$ cat src/rtl/batcharger_if.sv
// Signal bundle between the sense/control side and the charge-sequencing controller.
interface batcharger_if #(
  parameter int ADC_W = 10,
  parameter int SEL_W = 4
);
  logic             en;
  logic [SEL_W-1:0] sel;
  logic             adc_valid;
  logic [ADC_W-1:0] vbat;
  logic [ADC_W-1:0] ibat;
  logic [ADC_W-1:0] vtemp;
  logic [SEL_W:0]   iset;
  logic             cv_mode;
  logic             chg_on;
  logic             done;
  logic [1:0]       fault;
  logic [2:0]       state;

  modport master (
    output en, sel, adc_valid, vbat, ibat, vtemp,
    input  iset, cv_mode, chg_on, done, fault, state
  );

  modport slave (
    input  en, sel, adc_valid, vbat, ibat, vtemp,
    output iset, cv_mode, chg_on, done, fault, state
  );
endinterface

$ cat src/rtl/batcharger_ctrl.sv
// Battery charge sequencer: trickle / constant-current / constant-voltage / done,
// with termination debounce, safety timer and temperature/timeout faults.
module batcharger_ctrl #(
  parameter int ADC_W   = 10,
  parameter int SEL_W   = 4,
  parameter int VPRE    = 300,
  parameter int VFLOAT  = 840,
  parameter int VRECHG  = 800,
  parameter int ITERM   = 20,
  parameter int TMIN    = 100,
  parameter int TMAX    = 900,
  parameter int NTERM   = 4,
  parameter int TMR_W   = 20,
  parameter int TIMEOUT = 1000000
) (
  input logic        clk,
  input logic        rst,
  batcharger_if.slave bus
);

  typedef enum logic [2:0] {
    S_IDLE    = 3'd0,
    S_TRICKLE = 3'd1,
    S_CC      = 3'd2,
    S_CV      = 3'd3,
    S_DONE    = 3'd4,
    S_FAULT   = 3'd5
  } state_t;

  localparam int CNT_W = $clog2(NTERM + 1);

  localparam logic [1:0]       F_NONE = 2'b00;
  localparam logic [1:0]       F_TEMP = 2'b01;
  localparam logic [1:0]       F_TIME = 2'b10;
  localparam logic [ADC_W-1:0] VPRE_C   = ADC_W'(VPRE);
  localparam logic [ADC_W-1:0] VFLOAT_C = ADC_W'(VFLOAT);
  localparam logic [ADC_W-1:0] VRECHG_C = ADC_W'(VRECHG);
  localparam logic [ADC_W-1:0] ITERM_C  = ADC_W'(ITERM);
  localparam logic [ADC_W-1:0] TMIN_C   = ADC_W'(TMIN);
  localparam logic [ADC_W-1:0] TMAX_C   = ADC_W'(TMAX);
  localparam logic [CNT_W-1:0] CNT_LAST = CNT_W'(NTERM - 1);
  localparam logic [TMR_W-1:0] TMR_LAST = TMR_W'(TIMEOUT - 1);
  localparam logic [TMR_W-1:0] TMR_MAX  = '1;

  state_t           st_q, st_n;
  logic [SEL_W-1:0] sel_q, sel_n;
  logic [1:0]       flt_q, flt_n;
  logic [TMR_W-1:0] tmr_q, tmr_n;
  logic [CNT_W-1:0] cnt_q, cnt_n;
  logic             charging;
  logic             temp_ok;
  logic             pre_chg;

  // Current setpoint for a given state and latched capacity select.
  function automatic logic [SEL_W:0] iset_of(input state_t s, input logic [SEL_W-1:0] sq);
    logic [SEL_W:0] full;
    logic [SEL_W:0] quarter;
    full    = {1'b0, sq} + (SEL_W+1)'(1);
    quarter = full >> 2;
    case (s)
      S_TRICKLE: iset_of = (quarter == '0) ? (SEL_W+1)'(1) : quarter;
      S_CC,
      S_CV:      iset_of = full;
      default:   iset_of = '0;
    endcase
  endfunction

  // Next-state decision: enable, then timeout, then temperature, then normal progress.
  always_comb begin
    st_n     = st_q;
    sel_n    = sel_q;
    flt_n    = flt_q;
    cnt_n    = cnt_q;
    charging = (st_q == S_TRICKLE) || (st_q == S_CC) || (st_q == S_CV);
    temp_ok  = (bus.vtemp >= TMIN_C) && (bus.vtemp <= TMAX_C);
    pre_chg  = (bus.vbat < VPRE_C);
    // Timer runs only while charging; any entry from IDLE/DONE therefore starts at zero.
    tmr_n    = charging ? ((tmr_q == TMR_MAX) ? tmr_q : tmr_q + TMR_W'(1)) : '0;

    if (!bus.en) begin
      st_n  = S_IDLE;
      flt_n = F_NONE;
      tmr_n = '0;
    end else if (charging && (tmr_q == TMR_LAST)) begin
      st_n  = S_FAULT;
      flt_n = F_TIME;
    end else if (bus.adc_valid) begin
      if (st_q != S_FAULT && !temp_ok) begin
        st_n  = S_FAULT;
        flt_n = F_TEMP;
      end else begin
        case (st_q)
          S_IDLE: begin
            sel_n = bus.sel;
            st_n  = pre_chg ? S_TRICKLE : S_CC;
          end
          S_TRICKLE: if (!pre_chg) st_n = S_CC;
          S_CC:      if (bus.vbat >= VFLOAT_C) st_n = S_CV;
          S_CV: begin
            if (bus.ibat < ITERM_C) begin
              if (cnt_q == CNT_LAST) st_n = S_DONE;
              else                   cnt_n = cnt_q + CNT_W'(1);
            end else begin
              cnt_n = '0;
            end
          end
          S_DONE: begin
            if (bus.vbat < VRECHG_C) begin
              sel_n = bus.sel;
              st_n  = pre_chg ? S_TRICKLE : S_CC;
            end
          end
          S_FAULT: begin
            if (flt_q == F_TEMP && temp_ok) begin
              st_n  = S_IDLE;
              flt_n = F_NONE;
            end
          end
          default: st_n = S_IDLE;
        endcase
      end
    end

    // The termination debounce only has meaning inside CV.
    if (st_n != S_CV) cnt_n = '0;
  end

  // State, latches and registered outputs decoded from the next state.
  always_ff @(posedge clk or posedge rst) begin
    if (rst) begin
      st_q        <= S_IDLE;
      sel_q       <= '0;
      flt_q       <= F_NONE;
      tmr_q       <= '0;
      cnt_q       <= '0;
      bus.iset    <= '0;
      bus.cv_mode <= 1'b0;
      bus.chg_on  <= 1'b0;
      bus.done    <= 1'b0;
      bus.fault   <= F_NONE;
      bus.state   <= S_IDLE;
    end else begin
      st_q        <= st_n;
      sel_q       <= sel_n;
      flt_q       <= flt_n;
      tmr_q       <= tmr_n;
      cnt_q       <= cnt_n;
      bus.iset    <= iset_of(st_n, sel_n);
      bus.cv_mode <= (st_n == S_CV);
      bus.chg_on  <= (st_n == S_TRICKLE) || (st_n == S_CC) || (st_n == S_CV);
      bus.done    <= (st_n == S_DONE);
      bus.fault   <= flt_n;
      bus.state   <= st_n;
    end
  end

endmodule

$ cat src/flat_wrapper.sv
// flat-port wrapper written by rule: the top's interface ports become plain ports
module batcharger_ctrl_flat 
#(
  parameter int ADC_W   = 10,
  parameter int SEL_W   = 4,
  parameter int VPRE    = 300,
  parameter int VFLOAT  = 840,
  parameter int VRECHG  = 800,
  parameter int ITERM   = 20,
  parameter int TMIN    = 100,
  parameter int TMAX    = 900,
  parameter int NTERM   = 4,
  parameter int TMR_W   = 20,
  parameter int TIMEOUT = 1000000
)
  (clk, rst, bus_en, bus_sel, bus_adc_valid, bus_vbat, bus_ibat, bus_vtemp, bus_iset, bus_cv_mode, bus_chg_on, bus_done, bus_fault, bus_state);
  batcharger_if #(.ADC_W(ADC_W), .SEL_W(SEL_W)) bus_i ();
  input logic clk;
  input logic rst;
  input wire logic [$bits(bus_i.en)-1:0] bus_en;
  input wire logic [$bits(bus_i.sel)-1:0] bus_sel;
  input wire logic [$bits(bus_i.adc_valid)-1:0] bus_adc_valid;
  input wire logic [$bits(bus_i.vbat)-1:0] bus_vbat;
  input wire logic [$bits(bus_i.ibat)-1:0] bus_ibat;
  input wire logic [$bits(bus_i.vtemp)-1:0] bus_vtemp;
  output wire logic [$bits(bus_i.iset)-1:0] bus_iset;
  output wire logic [$bits(bus_i.cv_mode)-1:0] bus_cv_mode;
  output wire logic [$bits(bus_i.chg_on)-1:0] bus_chg_on;
  output wire logic [$bits(bus_i.done)-1:0] bus_done;
  output wire logic [$bits(bus_i.fault)-1:0] bus_fault;
  output wire logic [$bits(bus_i.state)-1:0] bus_state;
  assign bus_i.en = bus_en;
  assign bus_i.sel = bus_sel;
  assign bus_i.adc_valid = bus_adc_valid;
  assign bus_i.vbat = bus_vbat;
  assign bus_i.ibat = bus_ibat;
  assign bus_i.vtemp = bus_vtemp;
  assign bus_iset = bus_i.iset;
  assign bus_cv_mode = bus_i.cv_mode;
  assign bus_chg_on = bus_i.chg_on;
  assign bus_done = bus_i.done;
  assign bus_fault = bus_i.fault;
  assign bus_state = bus_i.state;
  batcharger_ctrl #(.ADC_W(ADC_W), .SEL_W(SEL_W), .VPRE(VPRE), .VFLOAT(VFLOAT), .VRECHG(VRECHG), .ITERM(ITERM), .TMIN(TMIN), .TMAX(TMAX), .NTERM(NTERM), .TMR_W(TMR_W), .TIMEOUT(TIMEOUT)) u_core (.clk(clk), .rst(rst), .bus(bus_i));
endmodule
$ cat config.mk
export PLATFORM = sky130hd
export DESIGN_NAME = batcharger_ctrl_flat
export DESIGN_NICKNAME = d
export VERILOG_FILES = /design/src/rtl/batcharger_if.sv /design/src/rtl/batcharger_ctrl.sv /design/src/flat_wrapper.sv
export SDC_FILE = /design/constraint.sdc
export NUM_CORES = 1
export LEC_CHECK = 0
export BUFFER_PORTS_ARGS = -buffer_cell sky130_fd_sc_hd__buf_2
export CORE_MARGIN = 1.5
export CORE_UTILIZATION = 35
export DETAILED_ROUTE_END_ITERATION = 10
export GPL_TIMING_DRIVEN = 0
export HOLD_SLACK_MARGIN = 0.02
export PLACE_DENSITY_LB_ADDON = 0.3
export RECOVER_POWER = 100
export SLEW_MARGIN = 20
export SYNTH_ARGS = -nofsm -noshare
export SYNTH_HDL_FRONTEND = slang
export SYNTH_SLANG_ARGS = --single-unit
$ cat constraint.sdc
create_clock -name clk -period 6.75 [get_ports clk]
set_input_delay 0.3375 -clock clk [delete_from_list [all_inputs] [get_ports clk]]
set_output_delay 0.3375 -clock clk [all_outputs]
set_load 0.02 [all_outputs]
# == Word level (Yosys, flattened, before mapping) ==
# Cells that the tools add are included.
# totals
word_cells,94
out_inout_bits,13
ff_bits,40
inputBits,38
# classes
n_mux,37
add_sub_neg,3
reduce_logical,17
order_cmp,6
n_eq_ne,22
# op_table
cell,count
2-to-1 mux 20 bit,3
2-to-1 mux 3 bit,19
== test 20 bit (second input constant),2
adder 20 x 1 -> 20 bit (second input constant),1
2-to-1 mux 4 bit,5
case mux 3 bit (6 select lines),1
== test 3 x 2 -> 1 bit (second input constant),5
2-to-1 mux 2 bit,7
>= comparator 10 bit (second input constant),1
>= comparator 10 x 7 -> 1 bit (second input constant),1
<= comparator 10 bit (second input constant),1
less-than comparator 10 bit (second input constant),1
less-than comparator 10 x 5 -> 1 bit (second input constant),1
less-than comparator 10 x 9 -> 1 bit (second input constant),1
case mux 5 bit (2 select lines),1
== test 3 bit (second input constant),3
inequality test 3 bit (second input constant),3
inequality test 4 x 1 -> 1 bit (second input constant),2
case mux 4 bit (2 select lines),1
== test 3 x 1 -> 1 bit (second input constant),2
AND reduction 6 bit,1
nonzero test 2 bit,3
adder 4 x 1 -> 5 bit (second input constant),1
logical NOT 5 bit,1
other kinds (11),18

# == Logic depth before layout (Yosys ltp) ==
# depth
ltp_word,12
mapped_depth,12
mapped_depth_nobuf,12

# == Worst setup path after synthesis ==
# No wires, ideal clock.
# synth_path
kind,reg2reg
start,register u_core.tmr_q[0]
end,register u_core.bus.iset[0]
stages_incl_launch_ff,13
t_arrival_ps,2753
setup_time_ps,128
n_path_buf,0
required_time_ps,6622
synth_period_minus_slack_ps,2881
slack_ps,3869
path_cell_list,dfrtp_1 > ha_1 > nand4_2 > or3_4 > o31ai_4 > nor2_2 > mux2_2 > ha_1 > xnor2_1 > nand2_1 > mux2_2 > nand3_1 > a22oi_1
# synth_via
elab_chain_len,8
word_cells_on_any_way,14
cone_classes,1 x add/sub; 4 x eq/ne; 6 x mux; 3 x reduce/logical
# synth_lines
item,line,rtl
start: declaration,batcharger_ctrl.sv:48,"logic [TMR_W-1:0] tmr_q, tmr_n;"
start signal: assignment,batcharger_ctrl.sv:146,tmr_q <= tmr_n;
== test 20 bit *,batcharger_ctrl.sv:84,end else if (charging && (tmr_q == TMR_LAST)) begin
logical AND 1 bit *,batcharger_ctrl.sv:84,
2-to-1 mux 4 bit *,batcharger_ctrl.sv:84,
2-to-1 mux 4 bit *,batcharger_ctrl.sv:80,if (!bus.en) begin
net u_core.sel_n[1],batcharger_ctrl.sv:46,"logic [SEL_W-1:0] sel_q, sel_n;"
adder 4 x 1 -> 5 bit *,batcharger_ctrl.sv:58,"full = {1'b0, sq} + (SEL_W+1)'(1);"
logical NOT 5 bit,batcharger_ctrl.sv:61,S_TRICKLE: iset_of = (quarter == '0) ? (SEL_W+1)'(1) : quarter;
2-to-1 mux 3 bit *,batcharger_ctrl.sv:61,
case mux 5 bit (2 select lines) *,batcharger_ctrl.sv:60,case (s)
end signal: assignment,batcharger_ctrl.sv:148,"bus.iset <= iset_of(st_n, sel_n);"
end: declaration,batcharger_if.sv:26,"output iset, cv_mode, chg_on, done, fault, state"
# The timed path passes the listed nets; every way through them passes the cells marked *.
# A chain may end at the register's enable or synchronous reset.

# == Worst setup path in the final report ==
# Ends and elaborated chain as after synthesis.

==> impl_metrics.env <==
export IMPL_yosysUniqueCellTypes=55
export IMPL_synthTopCellsByArea="dfrtp_1, nor2_1, xor2_1"
export IMPL_cts_setup_buffers=0
export IMPL_fin_ws_ps=2860
export IMPL_fin_crit_sh_pct=57.64
export IMPL_cts_root_buffer="clkbuf_8"
export IMPL_place_hpwl_mm=3.742
export IMPL_dr_first_iter_drc_count=85
export IMPL_core_region_area_sq_um=6350
export IMPL_cts_buffers=5
export IMPL_startpoint_type="flip-flop"
export IMPL_layout_drive_gt1_share_pct=13.53
export IMPL_fin_worst_skew_ps=8.772
export IMPL_route_detailed_drc=0
export IMPL_rsz0062_at_grt="no"
export IMPL_hp_class="input pin to async pin"
export IMPL_path_cells="ha_1, nand4_1, or3_1, o31ai_1, nor2_1, mux2_1, ha_1, xnor2_1, nand2_1, mux2_1, nand3_1, a22oi_1"
export IMPL_grt_util_met3_pct=3.540
export IMPL_synth_edf_count=0
export IMPL_fill_cells=636
export IMPL_critPathArrivalTime_ps=4050
export IMPL_drv_slew=0
export IMPL_slew_headroom_pct=21.35
export IMPL_postSynthAreaPerCell_sq_um=9.308
export IMPL_clkTransAtPathRegs_ps=70
export IMPL_crit_path_top_delay_cell="o31ai_1"
export IMPL_vias_per_cell=5.200
export IMPL_antenna_found_initial=0
export IMPL_yosysWarnings=0
export IMPL_wl_per_cell_microns=12.84
export IMPL_final_hold_viol_count=0
export IMPL_ctsHoldBuffers=0
export IMPL_synth_area_leader_cell="dfrtp_1"
export IMPL_grt_use_total_pct=14.37
export IMPL_area_growth_pct=17.18
export IMPL_synthMostInstantiatedCell="dfrtp_1"
export IMPL_finalSetupTns_ps=0
export IMPL_cp_required_ps=6910
export IMPL_synth_cell_area_sq_um=2308
export IMPL_drt_total_wl_mm=4.878
export IMPL_clock_path_buffers=2
export IMPL_clk_latency_ps=290
export IMPL_grt_util_met1_pct=18.60
export IMPL_dpl_cell_area_sq_um=2663
export IMPL_cts_resized=0
export IMPL_end_kind="flip-flop"
export IMPL_yosys_area_top_type_share_pct=43.36
export IMPL_post_route_util_pct=42.60
export IMPL_whs_ps=146.2
export IMPL_grt_first_pass_wirelength_mm=8.314
export IMPL_min_period_ps=3890
export IMPL_synth_seq_cells=40
export IMPL_maxCapViolations=0
export IMPL_fin_nets=344
export IMPL_cts_sinks=40
export IMPL_dp_cells=372
export IMPL_diodes=0
export IMPL_p_total_mw=0.5722
export IMPL_p_leak_nw=1.122
export IMPL_drt_pre_antenna_iters=5
export IMPL_path_class="flip-flop to flip-flop"
export IMPL_htree_levels=2
export IMPL_max_freq_mhz=257.0
export IMPL_final_area_sq_um=2705
export IMPL_status="completed"
export IMPL_power_density_cell_area_nw_per_um2=211.5
export IMPL_antenna_left=0
export IMPL_vias=1976
export IMPL_slowest_delay_ps=710
export IMPL_async_flop_share_pct=100.0
export IMPL_yosysSeqAreaShare_pct=43.36
export IMPL_first_global_vias=1855
export IMPL_yosys_top_cells_count="dfrtp_1, nor2_1, nand2_1, nand3_1, xor2_1"
export IMPL_syn_inst=248
export IMPL_ys_flop_type="dfrtp_1"
export IMPL_io_pins=51
export IMPL_grt_util_met2_pct=23.78
export IMPL_irDropWorstVdd_v=0.00008301
export IMPL_rows=29
export IMPL_cts_tree="done"
export IMPL_grt_max_degree=23
export IMPL_gr_total_overflow=0
export IMPL_start_util_pct=36.35
export IMPL_grt_busiest_layer="met2"
export IMPL_synth_fp_nets=290
export IMPL_dieArea_sq_um=7092
export IMPL_setup_viol_count_final=0
export IMPL_dp_worst_setup_slack_ps=3548
export IMPL_portBuffers=46
export IMPL_gp_congestion=0.7961
export IMPL_die_w_microns=84.22
export IMPL_die_h_microns=84.22
export IMPL_worst_slew_pin_slew_ps=1180
export IMPL_worstPathMaxFanout=6
export IMPL_fin_cells=380
==> logic make-up (layout without fill, tap and decap cells) <==
kind of cell,Yosys count,count (layout),synth area share (%)
multiplexers,8,8,3.794
XOR/XNOR,19,19,7.209
adder cells (fa/ha/maj),4,4,2.168
AO/OA/AOI/OAI,46,46,15.12
buffers and inverters,13,68,2.168
AND/OR/NAND/NOR,118,118,26.18
flip-flops,40,40,43.36
==> state kept, by name, summed over array words and instances, names as in the netlist <==
name / cells
u_core.tmr_q: 20
u_core.bus.iset: 5
u_core.sel_q: 4
u_core.bus.state: 3
u_core.cnt_q: 3
u_core.bus.fault: 2
u_core.bus.chg_on: 1
u_core.bus.cv_mode: 1
u_core.bus.done: 1
==> cell type report <==
cell class	instances	area, sq um	share of cell area [%]
repair buffers	47	217.7	8.048
clock inverters	1	30.03	1.110
flip-flops and latches	40	1001	37.00
clock buffers	7	96.34	3.562
multi-input cells	195	1215	44.91
inverters	7	26.28	0.9713
well taps	77	96.34	3.562
plain buffers	6	22.52	0.8326
==> final timing paths <==
kind | from | endpoint | slack (ps) | cells past startpoint
max | u_core.tmr_q[0]$_DFFE_PP0P_ | u_core.bus.iset[0]$_DFF_PP0_ | 2860 | 12
max in group asynchronous | rst | u_core.bus.iset[0]$_DFF_PP0_ | 5100 | 3
min reg2reg | u_core.sel_q[1]$_DFF_PP0_ | u_core.sel_q[1]$_DFF_PP0_ | 530 | 1
max reg2reg | u_core.tmr_q[0]$_DFFE_PP0P_ | u_core.bus.iset[0]$_DFF_PP0_ | 2860 | 12
min in group clk | bus_sel[1] | u_core.sel_q[1]$_DFF_PP0_ | 320 | 2
min | rst | u_core.tmr_q[17]$_DFFE_PP0P_ | 150 | 2
==> worst max-delay path, delay by kind of cell (launching register included) <==
family / cells / cell delay (ps)
multiplexers: 2 / 720
flip-flops: 1 / 380
AND/OR/NAND/NOR: 5 / 1180
adder cells (fa/ha/maj): 2 / 500
AO/OA/AOI/OAI: 2 / 810
XOR/XNOR: 1 / 160
==> placed cells by master (no fill, tap or decap), types with 4 or more instances in the layout <==
master,n
a21oi_1,8
ha_1,4
xor2_1,13
mux2i_1,5
xnor2_1,6
dfrtp_1,40
nand2_1,26
or3_1,5
nor2_1,34
inv_1,7
buf_2,33
nor3_1,9
nand3_1,13
clkbuf_8,7
clkbuf_1,20
nand4_1,5
o21a_1,5
nor4_1,4
o21ai_0,6
nand2b_1,4
==> routing by layer <==
metal | share of wire, % | wire (microns) | up-vias
met5 | 0 | 0 | -
met4 | 1.2 | 60 | 0
met1 | 47 | 2299 | 917
met3 | 5.7 | 278 | 6
met2 | 46 | 2239 | 47
li1 | - | - | 1006
==> power breakdown <==
group	switching [mW]	internal, mW	leakage [nW]
logic	0.0638	0.0377	0.514
registers	0.00764	0.254	0.544
clock network	0.0788	0.130	0.0645
Power figures use the tool's default switching activity.
